## src/rtl/prog_loader.sv

```systemverilog
// prog_loader: boot-stage program loader.
// Receives a program over a UART line (8N1, LSB first) and writes it word by
// word into instruction memory. The core is held (cpu_run=0) until the whole
// program has been written.
//
// Byte stream: len[7:0], len[15:8], then len little-endian 32-bit words.
// len==0 releases the core at once; len > 2^ADDR_W is rejected.
//
// Optional feature (macro PROG_LOADER_CHECKSUM_EN): after the last word, one
// extra byte equal to the XOR of all payload bytes is expected (WAIT_CSUM).
//
// Ports:
//   clk       system clock, all state on posedge
//   rst_n     asynchronous active-low reset
//   rx        UART line, idle high, asynchronous to clk
//   im_we     one-cycle write strobe per assembled word
//   im_addr   byte address of the word being written (word_index*4)
//   im_wdata  assembled instruction word (first byte = bits [7:0])
//   cpu_run   high once the load has completed
//   busy      high while a header was accepted and words remain
//   err       sticky error flag (framing error, bad length, bad checksum)
//   state_dbg current loader FSM state encoding
module prog_loader #(
  parameter int CLK_HZ = 50000000,
  parameter int BAUD   = 115200,
  parameter int ADDR_W = 10
) (
  input  logic        clk,
  input  logic        rst_n,
  input  logic        rx,
  output logic        im_we,
  output logic [31:0] im_addr,
  output logic [31:0] im_wdata,
  output logic        cpu_run,
  output logic        busy,
  output logic        err,
  output logic [2:0]  state_dbg
);

  localparam int CLKS_PER_BIT = CLK_HZ / BAUD;
  localparam int HALF_BIT     = CLKS_PER_BIT / 2;
  localparam int CNT_W        = $clog2(CLKS_PER_BIT + 1);
  localparam logic [CNT_W-1:0] BIT_LAST  = CNT_W'(CLKS_PER_BIT - 1);
  localparam logic [CNT_W-1:0] HALF_LAST = CNT_W'(HALF_BIT - 1);

  // ---------------- UART receiver ----------------
  typedef enum logic [2:0] {
    RX_IDLE, RX_START, RX_DATA, RX_STOP, RX_WAIT_HIGH
  } rx_state_t;

  rx_state_t        rx_state;
  logic             rx_meta, rx_s, rx_prev;
  logic [CNT_W-1:0] rx_cnt;
  logic [2:0]       bit_idx;
  logic [7:0]       rx_shift;
  logic             byte_valid, frame_err;

  // Stop-bit sample decides the frame outcome in the same cycle, so the
  // loader FSM reacts at the very edge that samples the stop bit.
  assign byte_valid = (rx_state == RX_STOP) && (rx_cnt == BIT_LAST) && rx_s;
  assign frame_err  = (rx_state == RX_STOP) && (rx_cnt == BIT_LAST) && !rx_s;

  always_ff @(posedge clk or negedge rst_n) begin
    if (!rst_n) begin
      rx_meta  <= 1'b1;
      rx_s     <= 1'b1;
      rx_prev  <= 1'b1;
      rx_state <= RX_IDLE;
      rx_cnt   <= '0;
      bit_idx  <= '0;
      rx_shift <= '0;
    end else begin
      rx_meta <= rx;
      rx_s    <= rx_meta;
      rx_prev <= rx_s;
      case (rx_state)
        RX_IDLE: begin
          if (rx_prev && !rx_s) begin
            rx_state <= RX_START;
            rx_cnt   <= '0;
          end
        end
        RX_START: begin
          if (rx_cnt == HALF_LAST) begin
            rx_cnt  <= '0;
            bit_idx <= '0;
            // Line back high at mid start bit: treat as a glitch.
            rx_state <= rx_s ? RX_IDLE : RX_DATA;
          end else begin
            rx_cnt <= rx_cnt + 1'b1;
          end
        end
        RX_DATA: begin
          if (rx_cnt == BIT_LAST) begin
            rx_cnt   <= '0;
            rx_shift <= {rx_s, rx_shift[7:1]};
            if (bit_idx == 3'd7) rx_state <= RX_STOP;
            bit_idx <= bit_idx + 1'b1;
          end else begin
            rx_cnt <= rx_cnt + 1'b1;
          end
        end
        RX_STOP: begin
          if (rx_cnt == BIT_LAST) rx_state <= RX_WAIT_HIGH;
          else                    rx_cnt   <= rx_cnt + 1'b1;
        end
        RX_WAIT_HIGH: begin
          if (rx_s) rx_state <= RX_IDLE;
        end
        default: rx_state <= RX_IDLE;
      endcase
    end
  end

  // ---------------- loader FSM ----------------
  typedef enum logic [2:0] {
    WAIT_LEN0 = 3'd0,
    WAIT_LEN1 = 3'd1,
    WAIT_WORD = 3'd2,
    DONE      = 3'd3,
`ifdef PROG_LOADER_CHECKSUM_EN
    WAIT_CSUM = 3'd5,
`endif
    ERROR     = 3'd4
  } ld_state_t;

  ld_state_t     state;
  logic [15:0]   len;
  logic [23:0]   word_buf;   // lanes 0..2; im_wdata only updates with im_we
  logic [1:0]    byte_cnt;
  logic [ADDR_W:0] word_index;
  logic [15:0]   hdr_len;
  logic          last_word;
`ifdef PROG_LOADER_CHECKSUM_EN
  logic [7:0]    csum;
`endif

  assign state_dbg = state;
  assign hdr_len   = {rx_shift, len[7:0]};
  assign last_word = (32'(word_index) + 32'd1) == 32'(len);

  always_ff @(posedge clk or negedge rst_n) begin
    if (!rst_n) begin
      state      <= WAIT_LEN0;
      len        <= '0;
      word_buf   <= '0;
      byte_cnt   <= '0;
      word_index <= '0;
      im_we      <= 1'b0;
      im_addr    <= '0;
      im_wdata   <= '0;
      cpu_run    <= 1'b0;
      busy       <= 1'b0;
      err        <= 1'b0;
`ifdef PROG_LOADER_CHECKSUM_EN
      csum       <= '0;
`endif
    end else begin
      im_we <= 1'b0;
      if (frame_err && state != DONE && state != ERROR) begin
        err   <= 1'b1;
        busy  <= 1'b0;
        state <= ERROR;
      end else begin
        case (state)
          WAIT_LEN0: begin
            if (byte_valid) begin
              len[7:0] <= rx_shift;
              state    <= WAIT_LEN1;
            end
          end
          WAIT_LEN1: begin
            if (byte_valid) begin
              len[15:8] <= rx_shift;
              if (hdr_len == 16'd0) begin
`ifdef PROG_LOADER_CHECKSUM_EN
                state <= WAIT_CSUM;
`else
                state <= DONE;
`endif
              end else if (32'(hdr_len) > (32'd1 << ADDR_W)) begin
                err   <= 1'b1;
                state <= ERROR;
              end else begin
                busy  <= 1'b1;
                state <= WAIT_WORD;
              end
            end
          end
          WAIT_WORD: begin
            if (byte_valid) begin
              byte_cnt <= byte_cnt + 1'b1;
`ifdef PROG_LOADER_CHECKSUM_EN
              csum <= csum ^ rx_shift;
`endif
              case (byte_cnt)
                2'd0: word_buf[7:0]   <= rx_shift;
                2'd1: word_buf[15:8]  <= rx_shift;
                2'd2: word_buf[23:16] <= rx_shift;
                default: begin
                  im_we      <= 1'b1;
                  im_wdata   <= {rx_shift, word_buf};
                  im_addr    <= 32'({word_index, 2'b00});
                  word_index <= word_index + 1'b1;
                  if (last_word) begin
`ifdef PROG_LOADER_CHECKSUM_EN
                    state <= WAIT_CSUM;
`else
                    busy  <= 1'b0;
                    state <= DONE;
`endif
                  end
                end
              endcase
            end
          end
`ifdef PROG_LOADER_CHECKSUM_EN
          WAIT_CSUM: begin
            if (byte_valid) begin
              busy <= 1'b0;
              if (rx_shift == csum) begin
                state <= DONE;
              end else begin
                err   <= 1'b1;
                state <= ERROR;
              end
            end
          end
`endif
          DONE: cpu_run <= 1'b1;
          ERROR: begin
            cpu_run <= 1'b0;
            busy    <= 1'b0;
            err     <= 1'b1;
          end
          default: state <= ERROR;
        endcase
      end
    end
  end

endmodule

```

## config.mk

```make
export PLATFORM = sky130hd
export DESIGN_NAME = prog_loader
export DESIGN_NICKNAME = d
export VERILOG_FILES = /design/src/rtl/prog_loader.sv
export SDC_FILE = /design/constraint.sdc
export NUM_CORES = 1
export LEC_CHECK = 0
export ABC_AREA = 1
export ABC_CLOCK_PERIOD_IN_PS = 2600
export BUFFER_PORTS_ARGS = -buffer_cell sky130_fd_sc_hd__clkbuf_2
export CAP_MARGIN = 15
export CORE_MARGIN = 2
export CORE_UTILIZATION = 40
export CTS_CLUSTER_DIAMETER = 120
export DETAILED_ROUTE_END_ITERATION = 16
export GPL_TIMING_DRIVEN = 0
export HOLD_SLACK_MARGIN = 0.05
export PLACE_DENSITY = 0.6
export SYNTH_ARGS = -nofsm -noshare
export SYNTH_HDL_FRONTEND = slang
export SYNTH_SLANG_ARGS = --single-unit
```

## constraint.sdc

```tcl
create_clock -name clk -period 2.6 [get_ports clk]
set_input_delay 0.26 -clock clk [delete_from_list [all_inputs] [get_ports clk]]
set_output_delay 0.26 -clock clk [all_outputs]
set_load 0.01 [all_outputs]
```

== Word level (Yosys, flattened, before mapping) ==
Index checks and enable logic that the tools add are counted.
Word-level totals
  bits in registers: 129
  input bits: 3
  output and inout bits: 71
  word-level logic and storage cells: 137
Operators by class
  add/sub/neg operators: 5
  $lt $le $gt $ge: 1
  eq/ne operators: 32
  mux-type cells: 43
  bitwise logic cells: 2
  reductions and logical operators: 33
Operator list (number)
  two-way mux 3 bit: 16
  two-way mux 9 bit: 4
  case mux 9 bit (4 select lines): 1
  inequality test 3 bit (second input constant): 9
  AND reduction 4 bit: 5
  equality test 12 x 16 -> 1 bit: 1
  greater-than comparator 16 x 11 -> 1 bit (second input constant): 1
  zero test 16 bit: 1
  two-way mux 1 bit: 15
  case mux 3 bit (5 select lines): 1
  AND reduction 3 bit: 5
  adder 11 x 1 -> 12 bit (second input constant): 1
  equality test 3 x 2 -> 1 bit (second input constant): 4
  inequality test 2 bit (second input constant): 6
  case mux 3 bit (4 select lines): 1
  AND reduction 6 bit: 2
  adder 11 x 1 -> 11 bit (second input constant): 1
  adder 9 x 1 -> 9 bit (second input constant): 1
  equality test 3 bit (second input constant): 3
  equality test 9 x 8 -> 1 bit (second input constant): 1
  equality test 9 bit (second input constant): 1
  nonzero test 4 bit: 2
  AND reduction 7 bit: 1
  equality test 3 x 1 -> 1 bit (second input constant): 2
  other kinds (20): 31

== Logic depth before layout (Yosys ltp) ==
Gate-level depths: netlist of run 1.
  depth in word-level cells: 7
  gate-level depth with buffers: 15
  gate-level depth less buffers: 15

== Worst setup path before layout of run 1 ==
OpenSTA, ideal clock, no wires.
  path kind: register to register
  start point: reg rx_cnt[1]
  end point: reg word_buf[22]
  setup time: 0.123 ns
  arrival: 1.702 ns
  required time: 2.477 ns
  path slack: 0.775 ns
  cell stages (with the launch flop): 13
  path buffers: 1
  clock period less this slack: 1.825 ns
  cell sequence: dfrtp_1 > inv_1 > ha_1 > nand4_2 > nor2_8 > nand2_4 > nor2_8 > inv_2 > nor2_8 > nand2_4 > buf_6 > nand2_1 > o21ai_2
On the way
  word-level cells in the longest chain between the ends: 7
  elaborated cells between the ends (all ways): 8
  those cells by class: 1 x eq/ne; 1 x bitwise; 6 x reduce/logical
RTL lines
  start: declaration: RTL line 53  | logic [CNT_W-1:0] rx_cnt;
  start signal: assignment: RTL line 90  | rx_cnt <= rx_cnt + 1'b1;
  start signal: assignment: RTL line 100  | rx_cnt <= rx_cnt + 1'b1;
  start signal: assignment: RTL line 105  | else rx_cnt <= rx_cnt + 1'b1;
  equality test 9 bit (*): RTL line 60, 61
  logical AND 1 bit (*): RTL line 60, 61
  logical AND 1 bit: RTL line 61  | assign frame_err = (rx_state == RX_STOP) && (rx_cnt == BIT_LAST) && !rx_s;
  logical AND 1 bit (2 in series): RTL line 160  | if (frame_err && state != DONE && state != ERROR) begin
  NOT 1 bit (no source line)
  AND reduction 4 bit (no source line) (*)
  end signal: assignment: RTL line 199  | 2'd2: word_buf[23:16] <= rx_shift;
  end: declaration: RTL line 129  | logic [23:0] word_buf;
Every way passes the cells marked *; elsewhere a longest branch is shown, timed or not.
A chain may end at the register's enable or synchronous reset.

== Worst setup path in the final report of run 1 ==
  start point: reg word_index[0]
  end point: reg busy
On the way
  word-level cells in the longest chain between the ends: 4
RTL lines
  start: declaration: RTL line 131  | logic [ADDR_W:0] word_index;
  start signal: assignment: RTL line 204  | word_index <= word_index + 1'b1;
  adder 11 x 1 -> 12 bit: RTL line 140  | assign last_word = (32'(word_index) + 32'd1) == 32'(len);
  equality test 12 x 16 -> 1 bit: RTL line 140
  inequality test 3 bit (no source line)
  AND reduction 7 bit (no source line)
  end signal: assignment: RTL line 153  | busy <= 1'b0;
  end signal: assignment: RTL line 162  | busy <= 1'b0;
  end signal: assignment: RTL line 185  | busy <= 1'b1;
  end: declaration: RTL line 35  | output logic busy,
Every way passes these cells.

==> results of run 1 <==
## how the worst max path moves through the flow
| stage | slack (ns) | depth (start not counted) | end | startpoint |
|---|---|---|---|---|
| floorplan | 0.78 | 12 | word_buf[22] | rx_cnt[1] |
| global placement | -0.84 | 1 | rx_cnt[3] | rst_n |
| detailed placement | 0.37 | 14 | busy | word_index[0] |
| CTS | 0.35 | 14 | busy | word_index[0] |
| global route | 0.13 | 14 | busy | word_index[0] |
| finish | 0.36 | 14 | busy | word_index[0] |
## where the power goes
part / internal [mW] / switching [mW]
combinational: 0.159 / 0.345
clock: 1.48 / 0.869
sequential: 2.06 / 0.0520
total: 3.70 / 1.27
## cell usage after synthesis (4+ instances only)
master   count  area, um2
inv_2       10       37.5
nor2_1      32        120
buf_2        7       35.0
o21ai_0     22        110
xor2_1       4       35.0
nand2_1    241        905
ha_1        10        125
o21ai_2     11       96.3
nor3_1      13       65.1
buf_6        5       56.3
nand4_1      8       50.1
nand2_4      5       56.3
a21oi_1      6       30.0
nand3_1     36        180
inv_1       63        236
buf_4       22        165
dfrtp_1    126       3150
o21ai_1     57        285
## flip-flops by register name (all words and copies together), names as in the netlist
name and cells:
bit_idx 3, busy 1, byte_cnt 2, cpu_run 1
err 1, im_addr 11, im_wdata 32, im_we 1
len 16, rx_cnt 9, rx_meta 1, rx_prev 1
rx_s 1, rx_shift 8, rx_state 3, state_dbg 3
word_buf 24, word_index 11
## cell families after synthesis
logic type	share of synthesized area, %
buffers and inverters	8.97
adder cells (fa/ha/maj)	2.03
AO/OA/AOI/OAI	9.45
flip-flops	52.4
XOR/XNOR	1.22
AND/OR/NAND/NOR	25.9
other	0.0608
## per-layer routing
metal | global-route usage, % | vias up
met5 | 0 | -
met4 | 5.37 | 0
met3 | 4.92 | 12
met2 | 28.5 | 94
met1 | 22.9 | 2260
li1 | - | 2457
## what timing repair did
| action | CTS | global route |
|---|---|---|
| endpoints found under the hold margin | 31 | 0 |
| hold buffers | 2 | 0 |
| resized for setup | 0 | 0 |
## layout make-up
| cell class | instances | area, um2 | area share, % |
|---|---|---|---|
| multi-input combinational | 497 | 2460 | 33.3 |
| clock inverter | 10 | 109 | 1.48 |
| tap | 188 | 235 | 3.19 |
| inverter | 75 | 285 | 3.87 |
| timing repair buffer | 55 | 317 | 4.29 |
| clock buffer | 22 | 474 | 6.43 |
| sequential | 129 | 3230 | 43.8 |
| buffer | 37 | 268 | 3.63 |
==> flow_metrics.env, run 1 <==
export IMPL_reg2reg_to="busy"
export IMPL_core_area_um2=15100
export IMPL_top_layer="met4"
export IMPL_cp_end_kind="register"
export IMPL_synth_seq_area_share_pct=52.4
export IMPL_path_cells="ha_1, nand2_1, inv_1, nand3_1, nor2_1, nand2_1, nand3b_1, nand2_1, nor2_1, nand3_1, nand2_2, nand2_1, nand2_1, nand2_1"
export IMPL_r2r_slack_ns=0.36
export IMPL_worst_pin_slew_ns=0.578
export IMPL_synth_cell_type_count=45
export IMPL_ir_drop_uv=447
export IMPL_die_h_um=128
export IMPL_fin_crit_ns=2.24
export IMPL_routed_wl_mm=13.5
export IMPL_drt_met1_wl_mm=6.31
export IMPL_place_gp_congestion=0.831
export IMPL_clock_sinks=129
export IMPL_dpl_hpwl_mm=9.29
export IMPL_critPathMostFrequentCell="nand2_1"
export IMPL_placed_cells=979
export IMPL_clock_path_buffers=2
export IMPL_synth_area_um2=6170
export IMPL_finalCritPeriodShare_pct=86.0
export IMPL_drc=0
export IMPL_cts_buffers=17
export IMPL_relSlewSlack_pct=61.0
export IMPL_fin_ws_ns=0.365
export IMPL_cts_tree="done"
export IMPL_path_buf_inv=1
export IMPL_fin_total_pwr_mw=4.97
export IMPL_cts_root_buffer="clkbuf_16"
export IMPL_die_area_um2=16400
export IMPL_layout_drive_gt1_share_pct=19.9
export IMPL_yosysWarnings=0
export IMPL_cp_max_fo=5
export IMPL_netlist_instances=718
export IMPL_hp_class="input pin to asynchronous set/reset pin"
export IMPL_synthArstFlopShare_pct=100
export IMPL_grt_remaining_overflow=0
export IMPL_fill_cells=1459
export IMPL_antenna_found_initial=0
export IMPL_ant_nets=0
export IMPL_finalHoldViolations=0
export IMPL_rows=45
export IMPL_cts_setup_buffers=0
export IMPL_max_freq_mhz=447
export IMPL_cap_viol_max_count=0
export IMPL_top_level_ports=74
export IMPL_clkLatencyLatePin_ns=0.42
export IMPL_grt_max_degree=100
export IMPL_fin_nets=825
export IMPL_grt_pass1_vias=4531
export IMPL_critical_path_class="register to register"
export IMPL_pre_cts_ws_ns=0.366
export IMPL_met2WireLength_mm=6.54
export IMPL_drt_iter0_drc=290
export IMPL_status="complete, no violations"
export IMPL_setup_viol=0
export IMPL_crit_family="simple AND/OR/NAND/NOR gates"
export IMPL_clock_skew_ns=0.00848
export IMPL_cp_slowest_cell="dfrtp_1"
export IMPL_wire_per_inst_um=13.3
export IMPL_slowest_delay_ns=0.46
export IMPL_grt_pass1_wl_mm=22.4
export IMPL_final_common_cell="nand2_1"
export IMPL_layout_cells_non_filler=1013
export IMPL_timing_hold_ws_ns=0.298
export IMPL_required_ns=2.91
export IMPL_grt_use_total_pct=17.6
export IMPL_p_leak_nw=3.82
export IMPL_power_density_nw_per_um2=673
export IMPL_htreeDepth=4
export IMPL_port_buffers=52
export IMPL_r2r_start="word_index[0]"
export IMPL_syn_to_final_growth_pct=19.6
export IMPL_vias_per_cell=4.76
export IMPL_drv_slew=0
export IMPL_fp_dieW_um=128
export IMPL_place_area_um2=6780
export IMPL_setup_tns_ns=0
export IMPL_ys_ff_latch=129
export IMPL_clk_pin_slew_ns=0.06
export IMPL_finalInstanceArea_um2=7380
export IMPL_fin_util_pct=48.7
export IMPL_synth_edf_count=0
export IMPL_synth_top_flop_cell="dfrtp_1"
export IMPL_initial_utilization_pct=40.7
export IMPL_firstDrtPassIters=5
export IMPL_r2r_worst_path_cells=14
export IMPL_antenna_cells=0
export IMPL_most_common_layout_cells="nand2_1, dfrtp_1, inv_1"
export IMPL_vias=4823
export IMPL_start_kind="register"
export IMPL_wl_met3_um=500
export IMPL_rsz0062_at_grt="false"
export IMPL_syn_avg_cell_area_um2=8.59
export IMPL_worst_endpoint_arrival_ns=2.55
(Power assumes the default switching activity.)
==> inputs of run 2 (changes only) <==
--- a/config.mk
+++ b/config.mk
@@ -5,11 +5,10 @@
 export SDC_FILE = /design/constraint.sdc
 export NUM_CORES = 1
 export LEC_CHECK = 0
-export ABC_AREA = 1
 export ABC_CLOCK_PERIOD_IN_PS = 2600
 export BUFFER_PORTS_ARGS = -buffer_cell sky130_fd_sc_hd__clkbuf_2
 export CAP_MARGIN = 15
-export CORE_MARGIN = 2
+export CORE_MARGIN = 10
 export CORE_UTILIZATION = 40
 export CTS_CLUSTER_DIAMETER = 120
 export DETAILED_ROUTE_END_ITERATION = 16
==> run 2 against run 1 <==
Against the previous run:
- first-iteration DRC count increased by 21%
- register-to-register slack got worse by 0.24 ns
- largest cell class unchanged
- cell count decreased by 11%
- synthesized cell count decreased by 15%
- clock power increased by 3%
- routed wire length increased by 0.65%
- sequential share of layout area decreased by 0.052 points
- clock skew decreased by 0.00096 ns
- via count decreased by 4.5%
- global-route usage decreased by 3.9 points
- non-clock buffer count increased by 21
- critical path depth decreased by 7
==> flow_metrics.env, run 2 <==
export IMPL_status="complete, no violations"
export IMPL_ys_ff_latch=129
export IMPL_port_buffers=52
export IMPL_cts_tree="done"
export IMPL_fin_crit_ns=2.48
export IMPL_synthAdderAreaFrac_pct=2.05
export IMPL_syn_avg_cell_area_um2=10.1
export IMPL_relSlewSlack_pct=59.7
export IMPL_path_cells="ha_1, nand4_1, nor3_1, xnor2_1, nand4_1, or4b_1, a41o_1"
export IMPL_grt_use_total_pct=13.7
export IMPL_largest_register_ffs=32
export IMPL_synth_top_flop_cell="dfrtp_1"
export IMPL_drt_iter0_drc=351
export IMPL_core_area_um2=15100
export IMPL_most_common_layout_cells="nand2_1, dfrtp_1, clkbuf_2"
export IMPL_synth_cell_type_count=61
export IMPL_clock_skew_ns=0.00752
export IMPL_largest_register="im_wdata"
export IMPL_final_common_cell="nand2_1"
export IMPL_place_gp_congestion=0.845
export IMPL_synth_seq_area_share_pct=52.9
export IMPL_grt_max_degree=94
export IMPL_cp_slowest_cell="or4b_1"
export IMPL_synth_compound_area_share_pct=6.91
export IMPL_antenna_found_initial=0
export IMPL_critPathMostFrequentCell="nand4_1"
export IMPL_firstDrtPassIters=4
export IMPL_synth_area_um2=6100
export IMPL_clkLatencyLatePin_ns=0.42
export IMPL_synthMostInstantiatedCell="nand2_1"
export IMPL_ys_top_cells_by_count="nand2_1, dfrtp_1, mux2_2"
export IMPL_vias=4606
export IMPL_routed_wl_mm=13.6
export IMPL_cts_root_buffer="clkbuf_16"
export IMPL_drc=0
export IMPL_synth_simple_area_share_pct=20.2
export IMPL_slowest_delay_ns=0.59
export IMPL_synthArstFlopShare_pct=100
export IMPL_drv_slew=0
export IMPL_timing_hold_ws_ns=0.316
export IMPL_setup_viol=0
export IMPL_clock_sinks=129
export IMPL_fp_dieW_um=144
export IMPL_finalCritPeriodShare_pct=95.3
export IMPL_die_h_um=144
export IMPL_synth_edf_count=0
export IMPL_yosysWarnings=0
export IMPL_finalHoldViolations=0
export IMPL_clk_pin_slew_ns=0.06
export IMPL_htreeDepth=4
export IMPL_p_leak_nw=3.79
export IMPL_synthMuxAreaShare_pct=8.85
export IMPL_required_ns=2.91
export IMPL_worst_endpoint_arrival_ns=2.79
export IMPL_synthTopCellsByArea="dfrtp_1, nand2_1, mux2_2"
export IMPL_power_density_nw_per_um2=653
export IMPL_worst_pin_slew_ns=0.604
export IMPL_rsz0062_at_grt="false"
export IMPL_grt_remaining_overflow=0
export IMPL_synth_xor_area_share_pct=3.30
export IMPL_yosysTopAreaCell="dfrtp_1"
export IMPL_synth_top_family_by_area="simple AND/OR/NAND/NOR gates"
export IMPL_grt_pass1_vias=4684
export IMPL_start_kind="register"
export IMPL_rows=45
export IMPL_cts_buffers=17
export IMPL_critical_path_class="register to register"
export IMPL_grt_pass1_wl_mm=22.6
export IMPL_max_freq_mhz=403
export IMPL_initial_utilization_pct=40.5
export IMPL_layout_drive_gt1_share_pct=24.7
export IMPL_synth_top_area_share_pct=51.6
export IMPL_reg_largest_list="im_wdata x32, word_buf x24, len x16"
export IMPL_fin_total_pwr_mw=4.82
export IMPL_antenna_cells=0
export IMPL_netlist_instances=607
export IMPL_ir_drop_uv=492
export IMPL_syn_to_final_growth_pct=21.0
export IMPL_cp_max_fo=8
export IMPL_die_area_um2=20600
export IMPL_vias_per_cell=5.09
export IMPL_dpl_hpwl_mm=9.64
export IMPL_wire_per_inst_um=15.0
export IMPL_cap_viol_max_count=0
export IMPL_ant_nets=0
export IMPL_cp_end_kind="register"
export IMPL_hp_class="input pin to asynchronous set/reset pin"
export IMPL_clock_path_buffers=2
export IMPL_top_level_ports=74
export IMPL_fin_nets=717
## run 2: changes by cell type in the layout (fill, tap and decap cells not counted), sizes merged, moves of 5 or more
cell and change:
nor2b +8, nor4 +7, o21ai -57, inv -59, clkinv -5, nand2 -92, mux2 +48, nor2 -18
xor2 +6, xnor2 +11, clkbuf +24, nand3 -26
## run 2: final timing paths
path | from | end | slack (ns) | depth (start not counted)
hold / removal | rst_n | word_index[9] | 0.32 | 2
max in group asynchronous | rst_n | rx_s | 1.52 | 3
setup reg to reg | word_index[0] | busy | 0.12 | 7
hold reg to reg | rx_meta | rx_s | 0.36 | 0
min in group clk | rx_meta | rx_s | 0.36 | 0
setup / recovery | word_index[0] | busy | 0.12 | 7
## run 2: layer usage
metal  vias to the layer above  part of all wire (%)  global-route usage (%)
met3                        28                   4.6                    3.76
li1                       2213                     -                       -
met2                        98                    50                    23.2
met1                      2267                    43                    15.4
met4                         0                   2.5                    6.88
met5                         -                     0                       0
## run 2: where the power goes
group          internal, mW  switching, mW
combinational         0.121          0.209
clock                  1.58          0.844
sequential             2.04         0.0320
## run 2: kinds of logic (layout without fill, tap and decap cells)
kind of cell | Yosys count | after routing
AND/OR/NAND/NOR | 258 | 258
flip-flops | 129 | 129
buffers and inverters | 70 | 160
AO/OA/AOI/OAI | 68 | 68
multiplexers | 48 | 48
XOR/XNOR | 23 | 23
adder cells (fa/ha/maj) | 10 | 10
other | 1 | 21
## run 2: layout make-up
class / count / area, um2
inverter: 15 / 56.3
tap: 188 / 235
buffer: 55 / 293
clock inverter: 9 / 130
fill: 1400 / 7700
multi-input combinational: 428 / 2620
clock buffer: 23 / 478
sequential: 129 / 3230
timing repair buffer: 58 / 339
## run 2: repair_timing
item / CTS / global route
endpoints found under the setup margin: 30 / 37
gates resized for setup: 1 / 6
buffers inserted: 1 / 2
hold buffers: 2 / 0
pin swaps: 0 / 0
hold endpoints to repair: 37 / 0
## run 2: worst max-delay path, delay by kind of cell (launching register included)
kind | cells | cell delay, ns
and+or+nand+nor | 4 | 1.12
DFF | 1 | 0.48
adders and majority gates | 1 | 0.33
AOI/OAI and AO/OA | 1 | 0.27
xor gates and xnor gates | 1 | 0.17
## run 2: through the flow
| stage | util, % | worst slack (ns) | setup TNS, ns | instances | area [um2] |
|---|---|---|---|---|---|
| global route | 49.0 | 0.00444 | 0 | 905 | 7390 |
| detailed placement | 44.5 | -0.0742 | -1.35 | 868 | 6710 |
| CTS | 48.7 | 0.0554 | 0 | 903 | 7350 |
| finish | 49.0 | 0.121 | 0 | 905 | 7390 |
| floorplan | - | 0.381 | 0 | 627 | 6180 |
| global placement | 44.2 | -0.671 | -83.11 | 867 | 6680 |
==> inputs of run 3 (changes only) <==
--- a/config.mk
+++ b/config.mk
@@ -5,9 +5,11 @@
 export SDC_FILE = /design/constraint.sdc
 export NUM_CORES = 1
 export LEC_CHECK = 0
+export ABC_AREA = 1
 export ABC_CLOCK_PERIOD_IN_PS = 2600
 export BUFFER_PORTS_ARGS = -buffer_cell sky130_fd_sc_hd__clkbuf_2
 export CAP_MARGIN = 15
+export CORE_ASPECT_RATIO = 1.5
 export CORE_MARGIN = 10
 export CORE_UTILIZATION = 40
 export CTS_CLUSTER_DIAMETER = 120
==> run 3 against run 2 <==
Against the previous run:
- first-iteration DRC count decreased by 23%
- register-to-register slack improved by 0.26 ns
- maximum frequency increased by 12%
- sequential cell count unchanged
- routed wire length increased by 5.7%
- via count increased by 3.4%
- clock power decreased by 6%
- clock skew about the same
- design area decreased by 0.15%
- non-clock buffer count decreased by 21
- total power increased by 1.6%
- global-route usage increased by 0.71 points
==> flow_metrics.env, run 3 (synthesized netlist as in run 1, its figures left out) <==
export IMPL_worst_pin_slew_ns=0.640
export IMPL_cts_buffers=17
export IMPL_slowest_delay_ns=0.46
export IMPL_grt_pass1_vias=4668
export IMPL_clock_path_buffers=2
export IMPL_syn_to_final_growth_pct=19.6
export IMPL_r2r_slack_ns=0.38
export IMPL_cp_end_kind="register"
export IMPL_grt_pass1_wl_mm=23.9
export IMPL_fin_util_pct=48.7
export IMPL_final_common_cell="nand2_1"
export IMPL_timing_hold_ws_ns=0.284
export IMPL_fin_crit_ns=2.22
export IMPL_hp_class="input pin to asynchronous set/reset pin"
export IMPL_cp_slowest_cell="dfrtp_1"
export IMPL_setup_viol=0
export IMPL_reg_largest_list="im_wdata x32, word_buf x24, len x16"
export IMPL_vias_per_cell=4.65
export IMPL_layout_drive_gt1_share_pct=19.4
export IMPL_fin_nets=825
export IMPL_fin_ws_ns=0.382
export IMPL_critPathMostFrequentCell="nand2_1"
export IMPL_grt_max_degree=107
export IMPL_relSlewSlack_pct=56.8
export IMPL_multi_input_area_um2=2460
export IMPL_cts_root_buffer="clkbuf_16"
export IMPL_grt_remaining_overflow=0
export IMPL_clock_skew_ns=0.00753
export IMPL_r2r_start="word_index[0]"
export IMPL_routed_wl_mm=14.3
export IMPL_top_level_ports=74
export IMPL_drv_slew=0
export IMPL_path_depth=14
export IMPL_largest_register="im_wdata"
export IMPL_pre_cts_ws_ns=0.350
export IMPL_drc=0
export IMPL_largest_register_ffs=32
export IMPL_wire_per_inst_um=14.0
export IMPL_dpl_hpwl_mm=10.4
export IMPL_required_ns=2.90
export IMPL_status="complete, no violations"
export IMPL_cts_tree="done"
export IMPL_drt_iter0_drc=270
export IMPL_place_gp_congestion=0.817
export IMPL_clk_pin_slew_ns=0.06
export IMPL_placed_cells=990
export IMPL_clock_sinks=129
export IMPL_initial_utilization_pct=40.7
export IMPL_cp_max_fo=5
export IMPL_path_cells="ha_1, nand2_1, inv_1, nand3_1, nor2_1, nand2_1, nand3b_1, nand2_1, nor2_1, nand3_1, nand2_2, nand2_1, nand2_1, nand2_1"
export IMPL_ir_drop_uv=445
export IMPL_finalInstanceArea_um2=7380
export IMPL_worst_endpoint_arrival_ns=2.52
export IMPL_setup_tns_ns=0
export IMPL_place_area_um2=6790
export IMPL_die_area_um2=20900
export IMPL_finalHoldViolations=0
export IMPL_seq_area_um2=3230
export IMPL_htreeDepth=4
export IMPL_r2r_worst_path_cells=14
export IMPL_start_kind="register"
export IMPL_fp_dieW_um=121
export IMPL_most_common_layout_cells="nand2_1, dfrtp_1, inv_1"
export IMPL_firstDrtPassIters=4
export IMPL_rsz0062_at_grt="false"
export IMPL_port_buffers=52
export IMPL_power_density_nw_per_um2=664
export IMPL_rows=55
export IMPL_fin_total_pwr_mw=4.90
export IMPL_ant_nets=0
export IMPL_cap_viol_max_count=0
export IMPL_max_freq_mhz=451
export IMPL_vias=4763
export IMPL_antenna_found_initial=0
export IMPL_critical_path_class="register to register"
export IMPL_finalCritPeriodShare_pct=85.3
export IMPL_layout_cells_non_filler=1024
export IMPL_core_area_um2=15100
export IMPL_clkLatencyLatePin_ns=0.41
export IMPL_die_h_um=172
export IMPL_grt_use_total_pct=14.4
export IMPL_post_cts_resized=0
export IMPL_path_buf_inv=1
export IMPL_reg2reg_to="state_dbg[0]"
export IMPL_p_leak_nw=3.81
export IMPL_antenna_cells=0
export IMPL_crit_family="simple AND/OR/NAND/NOR gates"
export IMPL_fill_cells=1480
## run 3: cell types whose count changed in the layout (fill, tap and decap cells not counted), sizes merged, moves of 11 or more
cell / delta
clkbuf: -18
inv: +59
mux2: -48
nand2: +92
nand3: +26
nor2: +18
o21ai: +57
xnor2: -11
## run 3: worst max-delay path by stage
stage | start | to | slack, ns
after floorplan | rx_cnt[1] | word_buf[22] | 0.78
after global placement | rst_n | im_wdata[14] | -0.86
after detailed placement | word_index[0] | busy | 0.35
after CTS | word_index[0] | busy | 0.34
after global routing | word_index[0] | state_dbg[0] | 0.14
final | word_index[0] | state_dbg[0] | 0.38
## run 3: routing by layer
| layer | wire [um] | GRT usage, % |
|---|---|---|
| met1 | 5840 | 15.7 |
| met3 | 581 | 3.62 |
| met5 | 0 | 0 |
| met2 | 7770 | 26.6 |
| met4 | 133 | 4.06 |
## run 3: layout make-up
type,count,share of cell area (%)
plain buffers,37,3.63
inverters,75,3.87
flip-flops and latches,129,43.8
repair buffers,55,4.29
multi-input cells,497,33.3
well taps,199,3.38
clock inverters,4,0.679
clock buffers,28,7.01
## run 3: report_power, final
| group | internal [mW] | switching [mW] | total (mW) | leakage (nW) |
|---|---|---|---|---|
| Sequential | 2.06 | 0.0535 | 2.12 | 1.78 |
| Combinational | 0.158 | 0.347 | 0.505 | 1.75 |
| Clock | 1.44 | 0.835 | 2.28 | 0.271 |
| Total | 3.66 | 1.24 | 4.90 | 3.81 |
## run 3: timing repair
item | in CTS | in global routing
setup buffers | 0 | 0
hold buffers | 2 | 0
endpoints found under the setup margin | 0 | 0
endpoints found under the hold margin | 24 | 0
